**src/rtl/avrspi_pkg.sv**
```systemverilog
// avrspi_pkg: shared definitions for the AVR-to-FPGA register SPI initiator.
//   state_e   - transaction FSM encoding (IDLE, PRE, REG, MID, DATA, POST)
//   regnum_e  - register numbers understood by the FPGA-side slave sets
//   MAX_BYTES - largest data phase in bytes; clamp_len() folds 6/7 onto it
package avrspi_pkg;

   typedef enum logic [2:0] {
      ST_IDLE = 3'd0,
      ST_PRE  = 3'd1,
      ST_REG  = 3'd2,
      ST_MID  = 3'd3,
      ST_DATA = 3'd4,
      ST_POST = 3'd5
   } state_e;

   typedef enum logic [7:0] {
      REG_KBD     = 8'h10,
      REG_KBD_STB = 8'h11,
      REG_MOUSE0  = 8'h20,
      REG_MOUSE1  = 8'h21,
      REG_MOUSE2  = 8'h22,
      REG_KJ      = 8'h23,
      REG_RESET   = 8'h30,
      REG_WAIT    = 8'h40,
      REG_GLU     = 8'h41,
      REG_COM     = 8'h42,
      REG_CFG0    = 8'h50,
      REG_SD0     = 8'h60,
      REG_SD1     = 8'h61
   } regnum_e;

   localparam logic [2:0] MAX_BYTES = 3'd5;

   function automatic logic [2:0] clamp_len(input logic [2:0] len);
      return (len > MAX_BYTES) ? MAX_BYTES : len;
   endfunction

endpackage

```
**src/rtl/avrspi_phase_gen.sv**
```systemverilog
// avrspi_phase_gen: SCK period timer. Counts 0..2*CLKDIV-1 while enabled and
// sits at 0 while disabled, so the first period starts the cycle after en rises.
//   fclk, rst_n  - clock, async active-low reset
//   en           - count enable (FSM not idle)
//   sck_rise     - last low cycle of the period: SCK goes high at this edge
//   sample_tick  - MISO sample point, coincident with sck_rise
//   sck_fall     - last cycle of the period: SCK goes low / slot ends
module avrspi_phase_gen #(
   parameter int CLKDIV = 4
) (
   input  logic fclk,
   input  logic rst_n,
   input  logic en,
   output logic sck_rise,
   output logic sample_tick,
   output logic sck_fall
);

   localparam int CW = $clog2(2 * CLKDIV);
   localparam logic [CW-1:0] HALF_END = CW'(CLKDIV - 1);
   localparam logic [CW-1:0] FULL_END = CW'(2 * CLKDIV - 1);

   logic [CW-1:0] cnt_q, cnt_d;

   always_comb begin
      cnt_d = '0;
      if (en && (cnt_q != FULL_END)) cnt_d = cnt_q + 1'b1;
   end

   always_ff @(posedge fclk or negedge rst_n) begin
      if (!rst_n) cnt_q <= '0;
      else        cnt_q <= cnt_d;
   end

   assign sck_rise    = en && (cnt_q == HALF_END);
   assign sample_tick = en && (cnt_q == HALF_END);
   assign sck_fall    = en && (cnt_q == FULL_END);

endmodule

```
**src/rtl/avrspi_master.sv**
```systemverilog
// avrspi_master: one register transaction per request. The register number
// goes out with CS high (status byte comes back), then CS drops for 0..5 data
// bytes (read data comes back), then CS rises to commit.
//   fclk, rst_n          - clock, async active-low reset
//   req, regnum, len,    - request; sampled only while busy=0
//   wdata                  (len 6/7 clamp to 5; wdata sent LSB-first)
//   busy, done           - busy high from the cycle after an accepted req until
//                          done; done is a one-cycle pulse. req while busy is
//                          dropped, never queued.
//   status, rdata        - bytes received in the REG / DATA phases
//   spics_n, spick,      - SPI bus (CS idle high, SCK idle low)
//   spido, spidi
//   dbg_state            - current FSM state
module avrspi_master import avrspi_pkg::*; #(
   parameter int CLKDIV = 4
) (
   input  logic        fclk,
   input  logic        rst_n,
   input  logic        req,
   input  logic [7:0]  regnum,
   input  logic [2:0]  len,
   input  logic [39:0] wdata,
   output logic        busy,
   output logic        done,
   output logic [7:0]  status,
   output logic [39:0] rdata,
   output logic        spics_n,
   output logic        spick,
   output logic        spido,
   input  logic        spidi,
   output state_e      dbg_state
);

   state_e      state_q, state_d;
   logic        busy_q, busy_d, done_q, done_d;
   logic [7:0]  status_q, status_d;
   logic [39:0] rdata_q, rdata_d;
   logic        spics_n_q, spics_n_d, spick_q, spick_d, spido_q, spido_d;
   logic [7:0]  reg_sh_q, reg_sh_d;
   logic [39:0] dat_sh_q, dat_sh_d;
   logic [2:0]  len_q, len_d;
   logic [5:0]  bit_cnt_q, bit_cnt_d;
   logic        spidi_s1_q, spidi_s2_q;
   logic        sck_rise, sample_tick, sck_fall;

   avrspi_phase_gen #(.CLKDIV(CLKDIV)) u_phase (
      .fclk        (fclk),
      .rst_n       (rst_n),
      .en          (state_q != ST_IDLE),
      .sck_rise    (sck_rise),
      .sample_tick (sample_tick),
      .sck_fall    (sck_fall)
   );

   // Every slot (PRE/MID/POST hold, or one bit) is exactly one phase-gen
   // period, so state changes happen only on sck_fall. MOSI is always taken
   // from bit 0 of a shift register and updated on the fall edge, which keeps
   // it stable across the whole high phase.
   always_comb begin
      state_d   = state_q;
      busy_d    = busy_q;
      done_d    = 1'b0;
      status_d  = status_q;
      rdata_d   = rdata_q;
      spics_n_d = spics_n_q;
      spick_d   = spick_q;
      spido_d   = spido_q;
      reg_sh_d  = reg_sh_q;
      dat_sh_d  = dat_sh_q;
      len_d     = len_q;
      bit_cnt_d = bit_cnt_q;
      case (state_q)
         ST_IDLE: begin
            if (req) begin
               state_d  = ST_PRE;
               busy_d   = 1'b1;
               reg_sh_d = regnum;
               dat_sh_d = wdata;
               len_d    = clamp_len(len);
               rdata_d  = '0;
            end
         end
         ST_PRE: begin
            if (sck_fall) begin
               state_d   = ST_REG;
               bit_cnt_d = '0;
               spido_d   = reg_sh_q[0];
               reg_sh_d  = reg_sh_q >> 1;
            end
         end
         ST_REG: begin
            if (sck_rise) spick_d = 1'b1;
            if (sample_tick) status_d[bit_cnt_q[2:0]] = spidi_s2_q;
            if (sck_fall) begin
               spick_d = 1'b0;
               if (bit_cnt_q == 6'd7) begin
                  state_d   = ST_MID;
                  spics_n_d = 1'b0;
                  spido_d   = 1'b0;
               end else begin
                  bit_cnt_d = bit_cnt_q + 6'd1;
                  spido_d   = reg_sh_q[0];
                  reg_sh_d  = reg_sh_q >> 1;
               end
            end
         end
         ST_MID: begin
            if (sck_fall) begin
               if (len_q == 3'd0) begin
                  // Strobe-only access: CS low for just the MID slot.
                  state_d   = ST_POST;
                  spics_n_d = 1'b1;
               end else begin
                  state_d   = ST_DATA;
                  bit_cnt_d = '0;
                  spido_d   = dat_sh_q[0];
                  dat_sh_d  = dat_sh_q >> 1;
               end
            end
         end
         ST_DATA: begin
            if (sck_rise) spick_d = 1'b1;
            if (sample_tick) rdata_d[bit_cnt_q] = spidi_s2_q;
            if (sck_fall) begin
               spick_d = 1'b0;
               // Last bit index is 8*len-1, i.e. {len-1, 3'b111}.
               if (bit_cnt_q == {len_q - 3'd1, 3'b111}) begin
                  state_d   = ST_POST;
                  spics_n_d = 1'b1;
                  spido_d   = 1'b0;
               end else begin
                  bit_cnt_d = bit_cnt_q + 6'd1;
                  spido_d   = dat_sh_q[0];
                  dat_sh_d  = dat_sh_q >> 1;
               end
            end
         end
         ST_POST: begin
            if (sck_fall) begin
               state_d = ST_IDLE;
               busy_d  = 1'b0;
               done_d  = 1'b1;
            end
         end
         default: state_d = ST_IDLE;
      endcase
   end

   always_ff @(posedge fclk or negedge rst_n) begin
      if (!rst_n) begin
         state_q    <= ST_IDLE;
         busy_q     <= 1'b0;
         done_q     <= 1'b0;
         status_q   <= '0;
         rdata_q    <= '0;
         spics_n_q  <= 1'b1;
         spick_q    <= 1'b0;
         spido_q    <= 1'b0;
         reg_sh_q   <= '0;
         dat_sh_q   <= '0;
         len_q      <= '0;
         bit_cnt_q  <= '0;
         spidi_s1_q <= 1'b0;
         spidi_s2_q <= 1'b0;
      end else begin
         state_q    <= state_d;
         busy_q     <= busy_d;
         done_q     <= done_d;
         status_q   <= status_d;
         rdata_q    <= rdata_d;
         spics_n_q  <= spics_n_d;
         spick_q    <= spick_d;
         spido_q    <= spido_d;
         reg_sh_q   <= reg_sh_d;
         dat_sh_q   <= dat_sh_d;
         len_q      <= len_d;
         bit_cnt_q  <= bit_cnt_d;
         spidi_s1_q <= spidi;
         spidi_s2_q <= spidi_s1_q;
      end
   end

   assign busy      = busy_q;
   assign done      = done_q;
   assign status    = status_q;
   assign rdata     = rdata_q;
   assign spics_n   = spics_n_q;
   assign spick     = spick_q;
   assign spido     = spido_q;
   assign dbg_state = state_q;

endmodule

```
**config.mk**
```make
export PLATFORM = sky130hd
export DESIGN_NAME = avrspi_master
export DESIGN_NICKNAME = d
export VERILOG_FILES = /design/src/rtl/avrspi_pkg.sv /design/src/rtl/avrspi_phase_gen.sv /design/src/rtl/avrspi_master.sv
export SDC_FILE = /design/constraint.sdc
export NUM_CORES = 1
export LEC_CHECK = 0
export ABC_AREA = 1
export CAP_MARGIN = 25
export CORE_ASPECT_RATIO = 1.75
export CORE_MARGIN = 8
export CORE_UTILIZATION = 45
export CTS_CLUSTER_DIAMETER = 150
export CTS_CLUSTER_SIZE = 20
export DETAILED_ROUTE_END_ITERATION = 8
export PLACE_DENSITY = 0.73
export REMOVE_ABC_BUFFERS = 1
export SYNTH_ARGS = -nofsm -noshare
export SYNTH_HDL_FRONTEND = slang
export SYNTH_SLANG_ARGS = --single-unit
```
**constraint.sdc**
```tcl
create_clock -name fclk -period 1.8 [get_ports fclk]
set_input_delay 0.36 -clock fclk [delete_from_list [all_inputs] [get_ports fclk]]
set_output_delay 0.36 -clock fclk [all_outputs]
set_load 0.02 [all_outputs]
```
======== After elaboration in Yosys (flattened, before gate mapping) ========
Index checks and enable logic that the tools add are counted.
Widths: inputs -> output; s select.
storage, ports and cells
  bits in read-only memories .............. 0
  memories kept ........................... 0
  register bits ........................... 118
  bits in latches ......................... 0
  output and inout bits ................... 56
  memory bits (writable) .................. 0
  word-level logic and storage cells ...... 135
  input port bits ......................... 55
cells by class
  add/sub/neg operators ................... 3
  eq/ne operators ......................... 23
  div/mod/pow operators ................... 0
  reduce and logical (&&, ||, !) cells .... 27
  multipliers ............................. 0
  shift-type cells ........................ 0
  mux-type cells .......................... 62
  magnitude comparators ................... 5
  bitwise gates (word level) .............. 0
operators by type and width
  cell                 number
  $mux 40              7
  $pmux 40 s3          1
  $pmux 40 s2          1
  $mux 6               7
  $bwmux 40            1
  $mux 8               4
  $mux 3               10
  $ne 2x2->1 const B   13
  $pmux 6 s4           1
  $pmux 8 s3           1
  $mux 1               22
  $pmux 3 s6           1
  $reduce_and 8->1     2
  $reduce_and 6->1     2
  $reduce_bool 3->1    4
  $eq 3x2->1 const B   3
  $eq 3x3->1 const B   3
  $bwmux 8             1
  $lt 6x7->1 const B   1
  $reduce_and 7->1     1
  $add 6x1->6 const B  1
  $demux 1 s6          1
  $eq 6x3->1 const B   1
  $eq 6x6->1           1
  other kinds (20)     30

======== Depth between registers and ports, before layout ========
Gate-level depths: netlist of the first run.
  depth after elaboration ................. 7
  mapped depth ............................ 11

======== Cells and area by module ========
A second synthesis of the first run with hierarchy kept.
unflattened totals
  cells, all modules ...................... 756
  area total of the unflattened synthesis .. 5893.2 µm²
by module, submodules not included
  module            times used  cells an instance  seq. area each (µm²)  area each (µm²)
  avrspi_master     1           738                2879.0                5729.2
  avrspi_phase_gen  1           18                 75.1                  163.9

======== Worst setup path after synthesis of the first run ========
Ideal clock, no wire load.
  path type ............................... register to register
  start ................................... reg len_q[0]
  end ..................................... reg dat_sh_q[39]
  path slack .............................. 0.125 ns
  required time ........................... 1.683 ns
  buffers on the path ..................... 1
  stages on the path, launching flop included .. 11
  setup time .............................. 0.117 ns
  arrival ................................. 1.558 ns
  cell sequence ........................... dfrtp_1 inv_1 ha_1 ha_1 nand2_1 nand2_1 nor2_1 nand3_2 clkbuf_1 nand3b_1 nand2_1
between the ends
  word-level cells in the longest chain between the ends .. 4
  elaborated cells on any way between the ends .. 6
RTL lines
  what                                   RTL line              RTL
  from (decl)                            avrspi_master.sv:41   logic [2:0] len_q, len_d;
  from (signal assigned)                 avrspi_master.sv:176  len_q <= len_d;
  $sub 3x1->3                            avrspi_master.sv:127  if (bit_cnt_q == {len_q - 3'd1, 3'b111}) begin
  $eq 6x6->1                             avrspi_master.sv:127
  $ne 2x2->1 (no source line)            n/a
  $reduce_and 6->1 (no source line) (*)  n/a
  to (signal assigned)                   avrspi_master.sv:175  dat_sh_q <= dat_sh_d;
  to (decl)                              avrspi_master.sv:40   logic [39:0] dat_sh_q, dat_sh_d;
Mark *: on every way between the ends. The rest lies on a longest branch, timed or not.
A chain may end at the register's enable or synchronous reset.

======== Worst setup path after layout of the first run ========
  start ................................... reg len_q[0]
  end ..................................... reg dat_sh_q[3]
Same word-level chain as after synthesis.

==> results of run 1 <==
-- Yosys cell counts --
library cell / instances
nand2_1: 339
dfrtp_1: 117
nor2_1: 73
o21ai_0: 70
nand3_1: 66
inv_1: 63
o21ai_1: 25
buf_2: 19
clkbuf_1: 11
a21oi_1: 10
ha_1: 6
buf_4: 5
inv_2: 5
nand2_2: 4
nand3_2: 3
nand4_1: 3
nor2_2: 3
a31oi_1: 2
clkinv_1: 2
nand2_4: 2
nor2_4: 2
dfstp_2: 1
inv_4: 1
nand3b_1: 1
or2_1: 1
-- metrics by stage --
stage,cells,TNS (ps),utilization
finish,1165,0,0.655
global route,1165,-988,0.655
CTS,1157,0,0.631
detailed placement,1115,-737,0.568
global placement,1115,-5.53,0.568
floorplan,799,-54990,-
-- power by group --
part           total [mW]  switching (mW)  internal [mW]
Clock                3.37            1.28           2.09
Combinational        5.84            3.42           2.42
Sequential           3.80           0.429           3.37
-- critical path, delay by kind of cell, from the launching register on --
kind                     cells  cell delay (ps)
adder cells (fa/ha/maj)      2              400
buffers and inverters        3              410
flip-flops                   1              350
AND/OR/NAND/NOR              6              530
-- kinds of logic after synthesis --
logic type | after synthesis
buffers and inverters | 106
adder cells (fa/ha/maj) | 6
flip-flops | 118
AND/OR/NAND/NOR | 497
AO/OA/AOI/OAI | 107
-- area by class of cell --
class                   instances  area [um^2]
repair buffers                160         1780
multi-input cells             610         2860
inverters                      71          269
clock inverters                13          149
flip-flops and latches        118         2960
fillers                      1078         4570
clock buffers                  19          443
well taps                     174          218
-- worst min path at each step --
stage	from	to
floorplan	rst_n	bit_cnt_q[0]$_DFFE_PN0P_
detailed placement	rst_n	rdata[29]$_DFFE_PN0P_
global placement	rst_n	rdata[29]$_DFFE_PN0P_
CTS	spidi_s1_q$_DFF_PN0_	spidi_s2_q$_DFF_PN0_
finish	spidi_s1_q$_DFF_PN0_	spidi_s2_q$_DFF_PN0_
global route	spidi_s1_q$_DFF_PN0_	spidi_s2_q$_DFF_PN0_
-- state kept, by name, indices dropped and copies added (netlist names), 3 cells and up --
register / cells
rdata: 40
u_phase.cnt_q: 3
status: 8
len_q: 3
dbg_state: 3
reg_sh_q: 8
bit_cnt_q: 6
dat_sh_q: 40
-- repair_timing --
action	in CTS	in global routing
cloned	4	4
buffers inserted	6	4
gates resized for setup	24	48
pin swaps	8	14
hold endpoints to repair	21	0
hold buffers	1	0
endpoints found under the setup margin	44	56
-- routing by layer --
metal | GRT usage | up-vias | wire [um] | share of wire
met2 | 0.357 | 183 | 9430 | 0.55
met1 | 0.200 | 2785 | 6630 | 0.38
met3 | 0.0468 | 27 | 853 | 0.049
met5 | 0 | - | 0 | 0
li1 | - | 2922 | - | -
met4 | 0.0790 | 0 | 340 | 0.020
==> results.py, run 1 <==
metrics = {
    "cells_and_area": {
        "final_area_um2": 8670,
        "syn_to_final_growth_pct": 43.6,
        "n_antenna_cell": 0,
        "layout_commonest_cell": "nand2_1",
        "final_cell_mix": "333 x nand2_1, 114 x dfrtp_1, 100 x clkdlybuf4s50_1",
        "nNetsFinal": 1039,
        "drive_gt1_frac": 0.146,
    },
    "floorplan": {
        "dieArea_um2": 17500,
        "die_h_um": 169,
        "die_w_um": 104,
        "core_um2": 13200,
        "io_pins": 111,
        "start_util": 0.456,
        "rows": 56,
    },
    "logic_synthesis": {
        "synth_compound_area_frac": 0.0891,
        "yosys-top-cells-area": "dfrtp_1 48%, nand2_1 21%, o21ai_0 5.8%",
        "synth-adder-area-share": 0.0124,
        "synth_seq_cells": 118,
        "syn-cell-area_um2": 6040,
        "yosysSeqAreaShare": 0.489,
        "synthMuxAreaShare": 0,
        "synth-xor-area-share": 0,
        "yosys_warnings": 0,
        "synth.distinct_cells": 25,
        "synthSimpleGateAreaFrac": 0.336,
        "synth_largest_area_cell": "dfrtp_1",
        "synth_top_family_by_area": "simple AND/OR/NAND/NOR gates",
        "postSynthAreaPerCell_um2": 7.24,
        "synthCells": 834,
        "synth.top_cell.area_share": 0.485,
    },
    "status": {
        "outcome": "finished clean",
    },
    "clock_tree": {
        "cts.clk_slew.worst_paths_ps": 60,
        "ctsHtreeMaxLevel": 4,
        "cts_tree": "done",
        "numCtsBuffers": 17,
        "cts.sinks": 118,
        "clkLatencyLatePin_ps": 410,
        "clockRootBuffer": "clkbuf_16",
        "clockBufferDepth": 2,
    },
    "critical_path": {
        "worstPathRequired_ps": 2090,
        "crit_start": "len_q[0]$_DFFE_PN0P_",
        "max_stage_delay_ps": 350,
        "r2r_cells": 11,
        "cp.arrival_ps": 2090,
        "r2r_start": "len_q[0]$_DFFE_PN0P_",
        "crit_slowest_cell": "dfrtp_1",
        "cp_cell_sequence": "inv_2 -> ha_4 -> ha_4 -> nand2_2 -> nand2_2 -> nor2_4 -> nand3_4 -> buf_12 -> clkbuf_16 -> nand3_1 -> nand2_1",
        "critPathCapture": "dat_sh_q[3]$_DFFE_PN0P_",
        "critPathMaxFanout": 7,
        "start_kind": "register",
        "critical_path_class": "register to register",
        "r2r-end": "dat_sh_q[3]$_DFFE_PN0P_",
        "regToRegSetupSlack_ps": 1,
        "end_kind": "register",
    },
    "drt": {
        "routed_wl_mm": 17.3,
        "vias": 5917,
        "drtIter0Drc": 220,
        "drc": 0,
        "avgViaCountPerCell": 5.08,
        "drt_pre_antenna_iters": 5,
        "wl_per_cell_um": 14.8,
        "ant_nets": 0,
    },
    "pwr": {
        "total_power_mw": 13.0,
        "vdd_drop_max_mv": 1.21,
        "powerDensity_nw_per_um2": 1500,
        "power.leakage_nw": 4.16,
    },
    "run": {
        "drv_cap": 0,
    },
    "placed_design": {
        "dpl.hpwl_mm": 11.2,
        "placed_area_um2": 7520,
        "dp_slack_ps": -33.3,
        "numPortBuffers": 110,
        "gp_congestion": 0.854,
    },
    "sta": {
        "period_minus_slack_ps": 1800,
        "fmax_mhz": 556,
        "maxSlewHeadroom": 0.674,
        "rsz0062_at_grt": "true",
        "slew_violations": 0,
        "worstMarginPinSlew_ps": 488,
        "hold_viol_final": 0,
        "skew_ps": 10.4,
        "holdWs_ps": 369,
        "setup_ws_ps": 0.953,
        "setup_viol": 0,
        "period_share": 0.999,
    },
    "min_path": {
        "hold_path.class": "register to register",
        "hold_depth": 0,
    },
    "grt": {
        "grt_pass1_vias": 5844,
        "grt_pass1_wl_mm": 27.6,
        "track_usage": 0.192,
        "overflow": 0,
        "grt_max_degree": 47,
        "antenna_found_initial": 0,
    },
}
(Power assumes the default switching activity.)
==> inputs of run 2 (changes only) <==
--- a/config.mk
+++ b/config.mk
@@ -6,9 +6,9 @@
 export NUM_CORES = 1
 export LEC_CHECK = 0
 export ABC_AREA = 1
-export CAP_MARGIN = 25
+export CAP_MARGIN = 15
 export CORE_ASPECT_RATIO = 1.75
-export CORE_MARGIN = 8
+export CORE_MARGIN = 5
 export CORE_UTILIZATION = 45
 export CTS_CLUSTER_DIAMETER = 150
 export CTS_CLUSTER_SIZE = 20
==> results.py, run 2 (synthesis gave the netlist of run 1 again) <==
metrics = {
    "drt": {
        "routed_wl_mm": 15.8,
        "vias": 5734,
        "wl_per_cell_um": 13.8,
        "ant_nets": 0,
        "drc": 0,
        "drtIter0Drc": 311,
        "drt_pre_antenna_iters": 5,
        "avgViaCountPerCell": 5.00,
    },
    "clock_tree": {
        "clockBufferDepth": 2,
        "clockRootBuffer": "clkbuf_16",
        "numCtsBuffers": 17,
        "clkLatencyLatePin_ps": 400,
        "cts.sinks": 118,
        "cts_tree": "done",
        "ctsHtreeMaxLevel": 4,
        "cts.clk_slew.worst_paths_ps": 60,
    },
    "critical_path": {
        "max_stage_delay_ps": 370,
        "end_kind": "register",
        "r2r_start": "len_q[0]$_DFFE_PN0P_",
        "r2r-end": "dat_sh_q[7]$_DFFE_PN0P_",
        "r2r_cells": 10,
        "crit_slowest_cell": "dfrtp_1",
        "worstPathRequired_ps": 2140,
        "cp.arrival_ps": 2090,
        "critical_path.top_delay_family": "simple AND/OR/NAND/NOR gates",
        "start_kind": "register",
        "cp_cell_sequence": "inv_2 -> ha_4 -> ha_4 -> o21ai_2 -> nor2_2 -> nand3_4 -> nand2_8 -> clkbuf_16 -> nand2_1 -> nand2_1",
        "cp.buffers_inverters": 2,
        "regToRegSetupSlack_ps": 50,
        "critical_path_class": "register to register",
        "critPathMaxFanout": 8,
    },
    "sta": {
        "skew_ps": 8.24,
        "rsz0062_at_grt": "true",
        "period_minus_slack_ps": 1750,
        "hold_viol_final": 0,
        "slew_violations": 0,
        "maxSlewHeadroom": 0.678,
        "period_share": 0.974,
        "fmax_mhz": 571,
        "worstMarginPinSlew_ps": 481,
        "setup_viol": 0,
        "tns_ps": 0,
    },
    "cells_and_area": {
        "nNetsFinal": 1023,
        "nFillCells": 1128,
        "layout_commonest_cell": "nand2_1",
        "syn_to_final_growth_pct": 38.9,
        "final_cell_mix": "313 x nand2_1, 115 x dfrtp_1, 104 x clkdlybuf4s50_1",
        "n_antenna_cell": 0,
        "drive_gt1_frac": 0.128,
    },
    "grt": {
        "overflow": 0,
        "track_usage": 0.201,
        "grt_pass1_wl_mm": 26.5,
        "grt_pass1_vias": 5662,
        "grt_max_degree": 43,
        "antenna_found_initial": 0,
    },
    "pwr": {
        "power.leakage_nw": 3.94,
        "powerDensity_nw_per_um2": 1530,
        "clkPwrFrac": 0.255,
        "total_power_mw": 12.9,
        "p_comb_frac": 0.446,
        "vdd_drop_max_mv": 1.05,
        "pwr-share-seq": 0.298,
        "p_switching_mw": 4.96,
        "intPower_mw": 7.90,
        "p_sw_frac": 0.385,
    },
    "floorplan": {
        "io_pins": 111,
        "die_w_um": 97.6,
        "die_h_um": 163,
        "start_util": 0.454,
        "core_um2": 13300,
        "dieArea_um2": 15900,
        "rows": 56,
    },
    "min_path": {
        "min_to": "spidi_s2_q$_DFF_PN0_",
        "worstHoldStart": "spidi_s1_q$_DFF_PN0_",
        "hold_path.class": "register to register",
        "hold_depth": 0,
    },
    "status": {
        "outcome": "finished clean",
    },
    "placed_design": {
        "numPortBuffers": 110,
        "gp_congestion": 0.904,
        "dpl.hpwl_mm": 10.8,
    },
    "run": {
        "drv_cap": 0,
    },
}
==> run 2: cell types whose count changed in the layout (fill, tap and decap cells not counted), sizes merged <==
cell	delta
buf	-15
bufbuf	-2
clkbuf	+3
clkdlybuf4s50	+4
clkinv	-1
dlymetal6s2s	-4
inv	-3
==> run 2: power groups by stage <==
stage	registers (mW)	clock network, mW	logic, mW
after floorplan	3.83	0	2.93
after global placement	3.79	0	4.82
after detailed placement	3.79	0	4.93
after CTS	3.78	3.34	4.91
after global routing	3.92	3.46	6.47
final	3.83	3.28	5.74
==> run 2: timing repair <==
| item | in CTS | in global routing |
|---|---|---|
| gates cloned | 0 | 5 |
| buffers inserted | 0 | 2 |
| setup endpoints to repair | 44 | 61 |
| pin swaps | 1 | 14 |
| hold endpoints to repair | 24 | 0 |
| hold buffers | 1 | 0 |
| gates resized for setup | 9 | 49 |
==> run 2: how the worst max path moves through the flow <==
stage | start | end | cells after the start
after global routing | len_q[0]$_DFFE_PN0P_ | dat_sh_q[27]$_DFFE_PN0P_ | 10
after global placement | len_q[0]$_DFFE_PN0P_ | dat_sh_q[32]$_DFFE_PN0P_ | 10
after floorplan | dbg_state[0]$_DFFE_PN0P_ | dat_sh_q[39]$_DFFE_PN0P_ | 9
after CTS | len_q[0]$_DFFE_PN0P_ | dat_sh_q[23]$_DFFE_PN0P_ | 10
final | len_q[0]$_DFFE_PN0P_ | dat_sh_q[7]$_DFFE_PN0P_ | 10
after detailed placement | len_q[0]$_DFFE_PN0P_ | dat_sh_q[15]$_DFFE_PN0P_ | 11
==> run 2: cell type report <==
type                       count  area [um^2]  area share
inverter                      71          269      0.0321
timing repair buffer         144         1580       0.188
sequential                   118         2960       0.352
multi-input combinational    610         2800       0.333
tap                          174          218      0.0260
clock inverter                 9          103      0.0122
clock buffer                  21          470      0.0561
==> run 2: routing by layer <==
metal | track usage | wire (um) | vias up
met5 | 0 | 0 | -
met4 | 0.0699 | 238 | 0
met3 | 0.0363 | 697 | 16
met2 | 0.364 | 8680 | 159
met1 | 0.237 | 6230 | 2685
li1 | - | - | 2874
==> run 2: metrics by stage <==
step           worst slack, ps  hold WS, ps  instance area [um^2]  cells   util
2_1_floorplan             -855         64.4                  5860    799      -
3_3_place_gp              47.5          323                  7510   1109  0.564
3_5_place_dp             -14.1          324                  7510   1109  0.564
4_1_cts                  -30.8          368                  8100   1140  0.609
5_1_grt                  -66.3          376                  8390   1147  0.630
6_report                  47.6          371                  8390   1147  0.630
==> inputs of run 3 (changes only) <==
--- a/config.mk
+++ b/config.mk
@@ -6,14 +6,14 @@
 export NUM_CORES = 1
 export LEC_CHECK = 0
 export ABC_AREA = 1
-export CAP_MARGIN = 15
-export CORE_ASPECT_RATIO = 1.75
+export CAP_MARGIN = 30
 export CORE_MARGIN = 5
 export CORE_UTILIZATION = 45
 export CTS_CLUSTER_DIAMETER = 150
 export CTS_CLUSTER_SIZE = 20
 export DETAILED_ROUTE_END_ITERATION = 8
 export PLACE_DENSITY = 0.73
+export RECOVER_POWER = 100
 export REMOVE_ABC_BUFFERS = 1
 export SYNTH_ARGS = -nofsm -noshare
 export SYNTH_HDL_FRONTEND = slang
==> results.py, run 3 (synthesis gave the netlist of run 1 again) <==
metrics = {
    "status": {
        "outcome": "finished clean",
    },
    "sta": {
        "rsz0062_at_grt": "true",
        "maxSlewHeadroom": 0.457,
        "hold_viol_final": 0,
        "setup_viol": 0,
        "skew_ps": 8.14,
        "slew_violations": 0,
        "holdWs_ps": 360,
        "period_share": 0.986,
        "fmax_mhz": 563,
        "period_minus_slack_ps": 1780,
        "worstMarginPinSlew_ps": 815,
    },
    "grt": {
        "grt_pass1_wl_mm": 25.4,
        "antenna_found_initial": 0,
        "grt_max_degree": 41,
        "track_usage": 0.193,
        "grt_pass1_vias": 5390,
        "overflow": 0,
    },
    "floorplan": {
        "die_w_um": 126,
        "rows": 42,
        "io_pins": 111,
        "dieArea_um2": 15800,
        "start_util": 0.458,
        "die_h_um": 126,
        "core_um2": 13200,
    },
    "cells_and_area": {
        "final_cell_mix": "336 x nand2_1, 116 x dfrtp_1, 95 x clkdlybuf4s50_1",
        "drive_gt1_frac": 0.101,
        "final_util": 0.619,
        "nFillCells": 1166,
        "syn_to_final_growth_pct": 35.2,
        "layout_commonest_cell": "nand2_1",
        "n_antenna_cell": 0,
        "nNetsFinal": 1025,
        "final_area_um2": 8160,
        "fin_cells": 1151,
    },
    "placed_design": {
        "placed_area_um2": 7480,
        "dpl.hpwl_mm": 10.2,
        "numPortBuffers": 110,
        "dp.cells": 1111,
        "gp_congestion": 0.835,
    },
    "clock_tree": {
        "clockRootBuffer": "clkbuf_16",
        "cts.sinks": 118,
        "cts_tree": "done",
        "ctsHtreeMaxLevel": 4,
        "clkLatencyLatePin_ps": 410,
        "clockBufferDepth": 2,
        "cts.clk_slew.worst_paths_ps": 50,
        "numCtsBuffers": 17,
    },
    "critical_path": {
        "cp_cell_sequence": "clkdlybuf4s50_1",
        "start_kind": "register",
        "critical_path.top_delay_family": "buffers and inverters",
        "cp.arrival_ps": 1420,
        "path_depth": 1,
        "critical_path_class": "register to primary output",
        "regToRegSetupSlack_ps": 70,
        "crit_slowest_cell": "clkdlybuf4s50_1",
        "critPathCapture": "status[0]",
        "r2r-end": "dat_sh_q[27]$_DFFE_PN0P_",
        "end_kind": "primary output",
        "critPathMaxFanout": 2,
        "r2r_cells": 9,
        "crit_start": "status[0]$_DFFE_PN0P_",
        "worstPathRequired_ps": 1440,
        "cp.buffers_inverters": 1,
        "r2r_start": "len_q[0]$_DFFE_PN0P_",
        "max_stage_delay_ps": 620,
    },
    "pwr": {
        "vdd_drop_max_mv": 0.708,
        "total_power_mw": 12.0,
        "power.leakage_nw": 3.87,
        "powerDensity_nw_per_um2": 1480,
    },
    "drt": {
        "drt_pre_antenna_iters": 5,
        "drc": 0,
        "routed_wl_mm": 15.3,
        "wl_per_cell_um": 13.3,
        "vias": 5714,
        "ant_nets": 0,
        "avgViaCountPerCell": 4.96,
        "drtIter0Drc": 441,
    },
    "run": {
        "drv_cap": 0,
    },
    "min_path": {
        "hold_path.class": "register to register",
        "hold_depth": 0,
    },
}
run 3: power breakdown:
part	internal, mW	switching, mW
Clock	1.91	1.12
Sequential	3.37	0.415
Combinational	2.05	3.18
run 3: how the worst min path moves through the flow:
stage	start	endpoint	slack (ps)
after floorplan	rst_n	bit_cnt_q[0]$_DFFE_PN0P_	60
after global placement	rst_n	rdata[29]$_DFFE_PN0P_	340
after detailed placement	rst_n	rdata[29]$_DFFE_PN0P_	340
after CTS	spidi_s1_q$_DFF_PN0_	spidi_s2_q$_DFF_PN0_	360
after global routing	spidi_s1_q$_DFF_PN0_	spidi_s2_q$_DFF_PN0_	380
final	spidi_s1_q$_DFF_PN0_	spidi_s2_q$_DFF_PN0_	360
run 3: area by class of cell:
class / count / area (um^2) / share of cell area
multi-input combinational: 610 / 2740 / 0.336
inverter: 71 / 269 / 0.0330
sequential: 118 / 2960 / 0.362
clock buffer: 26 / 509 / 0.0624
tap: 176 / 220 / 0.0270
clock inverter: 4 / 20.0 / 0.00245
timing repair buffer: 146 / 1450 / 0.177
run 3: layer usage:
metal | vias up | share of wire | global-route usage
li1 | 2893 | - | -
met1 | 2620 | 0.46 | 0.263
met2 | 173 | 0.45 | 0.298
met3 | 28 | 0.063 | 0.0478
met4 | 0 | 0.023 | 0.0789
met5 | - | 0 | 0
run 3: per-stage QoR:
step	TNS, ps	setup WS (ps)
final	0	24.4
after global routing	-953	-41.3
after CTS	0	0.130
after detailed placement	-108	-18.8
after global placement	0	15.2
after floorplan	-54990	-855
run 3: timing repair:
item | in CTS | in global routing
cloned | 1 | 2
buffers inserted | 1 | 5
resized for setup | 10 | 32
setup endpoints to repair | 45 | 72
endpoints found under the hold margin | 29 | 0
pin swaps | 0 | 10
hold buffers | 1 | 0
